--- config.mk ---
export PLATFORM = sky130hd
export DESIGN_NAME = mul_div_unit
export DESIGN_NICKNAME = d
export VERILOG_FILES = /design/src/rtl/mul_div_unit.sv
export SDC_FILE = /design/constraint.sdc
export NUM_CORES = 1
export LEC_CHECK = 0
export CORE_MARGIN = 2
export CORE_UTILIZATION = 40
export CTS_CLUSTER_DIAMETER = 40
export DETAILED_ROUTE_END_ITERATION = 8
export DONT_BUFFER_PORTS = 1
export SYNTH_ARGS = -nofsm -noshare
export SYNTH_HDL_FRONTEND = slang
export SYNTH_SLANG_ARGS = --single-unit
--- constraint.sdc ---
create_clock -name clk -period 6.72 [get_ports clk]
set_input_delay 1.344 -clock clk [delete_from_list [all_inputs] [get_ports clk]]
set_output_delay 1.344 -clock clk [all_outputs]
set_load 0.1 [all_outputs]
--- src/rtl/mul_div_unit.sv ---
// Iterative MULT/MULTU/DIV/DIVU unit beside the EX-stage ALU.
// Posts the HI/LO result for one cycle through whi/wlo once the op completes.
module mul_div_unit #(
  parameter int WIDTH = 32
) (
  input  logic             clk,
  input  logic             rst,
  input  logic             start,
  input  logic [1:0]       op,
  input  logic [WIDTH-1:0] a,
  input  logic [WIDTH-1:0] b,
  input  logic             flush,
  output logic             busy,
  output logic             done,
  output logic             whi,
  output logic             wlo,
  output logic [WIDTH-1:0] hi_o,
  output logic [WIDTH-1:0] lo_o
);

  localparam int CW = (WIDTH > 1) ? $clog2(WIDTH) : 1;

  typedef enum logic [1:0] {
    IDLE,
    CALC,
    FIX,
    DONE
  } state_t;

  state_t state, state_nx;

  logic [CW-1:0]      cnt;
  logic [2*WIDTH-1:0] acc;
  logic [WIDTH-1:0]   opb;
  logic               is_div;
  logic               neg_p;
  logic               neg_r;

  logic               accept;
  logic               sgn;
  logic [WIDTH-1:0]   a_abs;
  logic [WIDTH-1:0]   b_abs;

  logic [WIDTH:0]     m_sum;
  logic [2*WIDTH-1:0] mul_nx;
  logic [WIDTH:0]     d_sh;
  logic               d_ge;
  logic [WIDTH-1:0]   d_sub;
  logic [2*WIDTH-1:0] div_nx;

  logic [2*WIDTH-1:0] prod_fix;
  logic [WIDTH-1:0]   q_fix;
  logic [WIDTH-1:0]   r_fix;
  logic [WIDTH-1:0]   res_hi;
  logic [WIDTH-1:0]   res_lo;

  assign accept = (state == IDLE) && start && !flush;
  assign sgn    = ~op[0];
  assign a_abs  = (sgn && a[WIDTH-1]) ? -a : a;
  assign b_abs  = (sgn && b[WIDTH-1]) ? -b : b;

  // one radix-2 step for each op kind
  always_comb begin
    m_sum  = {1'b0, acc[2*WIDTH-1:WIDTH]} + (acc[0] ? {1'b0, opb} : '0);
    mul_nx = {m_sum, acc[WIDTH-1:1]};
    d_sh   = acc[2*WIDTH-1:WIDTH-1];
    d_ge   = d_sh >= {1'b0, opb};
    d_sub  = d_sh[WIDTH-1:0] - opb;
    div_nx = {(d_ge ? d_sub : d_sh[WIDTH-1:0]), acc[WIDTH-2:0], d_ge};
  end

  // sign correction applied in FIX
  always_comb begin
    prod_fix = neg_p ? -acc : acc;
    q_fix    = neg_p ? -acc[WIDTH-1:0] : acc[WIDTH-1:0];
    r_fix    = neg_r ? -acc[2*WIDTH-1:WIDTH] : acc[2*WIDTH-1:WIDTH];
    res_hi   = is_div ? r_fix : prod_fix[2*WIDTH-1:WIDTH];
    res_lo   = is_div ? q_fix : prod_fix[WIDTH-1:0];
  end

  // state register
  always_ff @(posedge clk) begin
    if (rst) state <= IDLE;
    else     state <= state_nx;
  end

  // next state and handshake outputs
  always_comb begin
    state_nx = state;
    busy     = 1'b1;
    done     = 1'b0;
    unique case (state)
      IDLE: begin
        busy = 1'b0;
        if (accept) state_nx = CALC;
      end
      CALC: begin
        if (flush)                        state_nx = IDLE;
        else if (cnt == CW'(WIDTH - 1))   state_nx = FIX;
      end
      FIX: state_nx = flush ? IDLE : DONE;
      DONE: begin
        done     = 1'b1;
        state_nx = IDLE;
      end
      default: state_nx = IDLE;
    endcase
    whi = done;
    wlo = done;
  end

  // operand latch, iteration datapath and result registers
  always_ff @(posedge clk) begin
    if (rst) begin
      cnt    <= '0;
      acc    <= '0;
      opb    <= '0;
      is_div <= 1'b0;
      neg_p  <= 1'b0;
      neg_r  <= 1'b0;
      hi_o   <= '0;
      lo_o   <= '0;
    end else begin
      unique case (1'b1)
        accept: begin
          cnt    <= '0;
          is_div <= op[1];
          neg_p  <= sgn && (a[WIDTH-1] ^ b[WIDTH-1])
                    && (!op[1] || (b != '0));
          neg_r  <= sgn && op[1] && a[WIDTH-1];
          acc    <= {{WIDTH{1'b0}}, (op[1] ? a_abs : b_abs)};
          opb    <= op[1] ? b_abs : a_abs;
        end
        (state == CALC): begin
          acc <= is_div ? div_nx : mul_nx;
          cnt <= cnt + CW'(1);
        end
        default: ;
      endcase
      if (state == FIX && !flush) begin
        hi_o <= res_hi;
        lo_o <= res_lo;
      end
    end
  end

endmodule

==> out/summary.txt <==
CTS tree: done
# diodes: 0
Post-DRT Antenna Nets: 0
Worst slew margin: 32.22%
max cap viols: 0
status: finished, final reports clean
RePlAce Congestion: 0.9505
mapped cell area: 14,000 um^2
compound-cell area share of the yosys netlist: 27.78%
Via density: 6.069
number of buffers added on ports: 0
die span in y: 191.1 um
hold depth: 2
H-tree depth: 4
synth unique cells: 76
I/O pin cnt: 138
area grow syn2layout: 5.871%
Core Util, Final: 42.92%
worst reg-to-reg setup slack: 2.28 ns
synth cell count leaders: 219 x nor2_1, 193 x nand2_1, 176 x a21oi_1
hold_buf cts: 0
vias: 13,780
Worst path max stage delay: 0.48 ns
achievable clock frequency: 0.2254 GHz
area of the core: 34,540 um^2
Data arrival, critical path: 4.77 ns
crit path max fanout: 16
vias in the first global route: 12,700
adder-cell share of the synthesized area: 6.541%
WL/cell: 21.32 um
die area: 36,520 um^2
iteration count of the initial detailed-routing pass: 5
GRT Util Overall: 26.01%
largest family of logic cells by synthesized area: compound AO/OA/AOI/OAI gates
hold_sp: opb[22]
post-synthesis xor/xnor area fraction: 10.82%
Synth Flop Type: dfxtp_1
setup bufs post-CTS: 0
clock tree root buffer cell: clkbuf_16
EDFF count, synth: 0
critical path launch point type: register
Worst-path clk slew: 0.07 ns
die width: 191.1 um
Async S/R FF share, synth: 0%
R2R Path End: acc[62]
Tcrit/Tclk final: 66.03%
WL final: 48.41 mm
Clock Skews: 0.01304 ns
number of slew-limit violations in the final report: 0
# setup viols final: 0
Hold Path Class: reg2reg
Slowest cell on crit path: or4_1
share of cells above drive strength 1: 4.736%
detailed-placement wirelength estimate: 37.03 mm
area share of the largest cell type after synthesis: 24.31%
power density over the cells: 185.7 nW/um^2
cell count after synthesis: 1,897
syn nets: 2,039
NumNets Final: 1,945
Leak: 5.559 nW
total negative setup slack: 0 ns
area leader, netlist: dfxtp_1
Int Pwr: 1.814 mW
Crit path top cell by count: o21ai_0
crit path time final: 4.437 ns
Hold Path End: opb[22]
Resized cells post-CTS: 0
multiplexer area fraction after synthesis: 3.896%
Reg2Reg Depth: 14
Initial Utilization: 40.54%
Worst Setup End Kind: register
crit-path cells: inv_1 > buf_4 > nor2_1 > ha_1 > nand4_1 > o21ai_0 > or4_1 > a31oi_1 > o211ai_1 > o31ai_1 > o21ai_0 > a311o_1 > xor2_1 > a221o_1
Post-Synth Simple-Gate Area: 21.28%
share of total power in combinational logic: 23.6%
first-pass GRT wire length: 74.06 mm
global route overflow: 0
drt drc: 0
Net Sw Frac: 34.11%
Final Hold Viols: 0
initial antenna violation count: 0
sequential element share of the synthesized area: 24.31%
worst path required time: 7.06 ns
Worst Max-Slew Pin Slew: 1.015 ns
Sw Pwr: 0.9387 mW
synth warn: 0
R2R Path Start: acc[0]
syn_area_per_cell: 7.381 um^2
Clock Tree Buf Depth: 2
1st-iter DRT viols: 1,367
unrepaired setup endpoints after global routing: false
Yosys reg bits: 170
Reg power frac: 39.8%
ranking of synthesized cells by area: dfxtp_1 24%, a21oi_1 6.3%, ha_1 6.3%, xor2_1 5.9%, nor2_1 5.9%
Rows: 68
most frequent cell after synthesis: nor2_1
Clk pwr share: 36.6%
Clock Latency Late Sink: 0.45 ns
VDD IR max: 0.0001856 V
largest net degree at the start of global routing: 134
critical path class: reg2reg
total CTS buffers: 17
# clock sinks: 170
[stage by stage]
| step | power (mW) | instances | area, um^2 | worst slack, ns | hold WS (ns) |
|---|---|---|---|---|---|
| floorplan | 1.597 | 1897 | 14000 | 2.364 | 0.4319 |
| global placement | 1.749 | 2239 | 14240 | 2.174 | 0.4383 |
| detailed placement | 1.755 | 2239 | 14240 | 2.112 | 0.4435 |
| CTS | 2.753 | 2271 | 14820 | 2.355 | 0.4524 |
| global route | 2.868 | 2271 | 14820 | 1.976 | 0.4758 |
| finish | 2.752 | 2271 | 14820 | 2.283 | 0.4550 |
[cells by family after synthesis]
group / count (synthesis)
xor+xnor: 173
buf+inv: 196
simple gates: 640
compound gates: 592
fa+ha+maj: 72
flops: 170
mux: 54
[placed cells by master (no fill, tap or decap), drive strengths merged, types with 12 or more instances in the layout]
cell type	Yosys	final
a211oi	100	100
a21o	24	24
a21oi	177	177
buf	12	19
clkbuf	120	18
dfxtp	170	170
ha	70	70
inv	64	71
mux2i	50	50
nand2	193	193
nand2b	17	17
nand3	30	30
nand4	18	18
nor2	220	220
nor2b	14	14
nor3	37	37
nor4	16	16
o211ai	38	38
o21a	12	12
o21ai	96	96
o31ai	27	27
o41ai	12	12
or3	28	28
or4	23	23
xnor2	79	79
xor2	94	94
[area by class of cell]
| class | instances | area, um^2 |
|---|---|---|
| flip-flops and latches | 170 | 3407 |
| fillers | 3586 | 19720 |
| multi-input cells | 1531 | 9882 |
| well taps | 455 | 569.3 |
| inverters | 64 | 240.2 |
| clock buffers | 18 | 429.2 |
| clock inverters | 14 | 153.9 |
| repair buffers | 19 | 142.6 |
[state kept, by name, indices dropped and copies added (netlist names)]
name / cells
hi_o: 32
neg_p: 1
neg_r: 1
cnt: 5
state: 2
opb: 32
is_div: 1
acc: 64
lo_o: 32
[critical path: cells and delay by family, from the launching register on]
family	cells	cell delay, ns
AOI/OAI and AO/OA	7	1.87
xor gates and xnor gates	1	0.15
adders and majority gates	1	0.37
buffers and inverters	2	0.79
DFF	1	0.40
and+or+nand+nor	3	0.74
[per-layer routing]
metal / share of wire (%) / track usage, %
met1: 48 / 38.21
met2: 43 / 39.26
met3: 7.2 / 4.424
met4: 1.7 / 6.095
met5: 0 / 0
[power by group through the flow]
| stage | Combinational [mW] | Clock (mW) | Sequential [mW] |
|---|---|---|---|
| 4_1_cts | 0.640 | 1.02 | 1.09 |
| 5_1_grt | 0.708 | 1.06 | 1.10 |
| 3_5_place_dp | 0.638 | 0 | 1.12 |
| 6_report | 0.649 | 1.01 | 1.10 |
| 2_1_floorplan | 0.517 | 0 | 1.08 |
| 3_3_place_gp | 0.634 | 0 | 1.11 |
[worst max path at each step]
stage / start / to / cells after the start
3_3_place_gp: b[17] / acc[29] / 10
6_report: acc[0] / acc[62] / 14
2_1_floorplan: b[17] / acc[29] / 10
4_1_cts: acc[0] / acc[62] / 14
5_1_grt: acc[0] / acc[62] / 14
3_5_place_dp: b[17] / acc[29] / 10
Note: power is estimated with default switching activity, not from simulation.
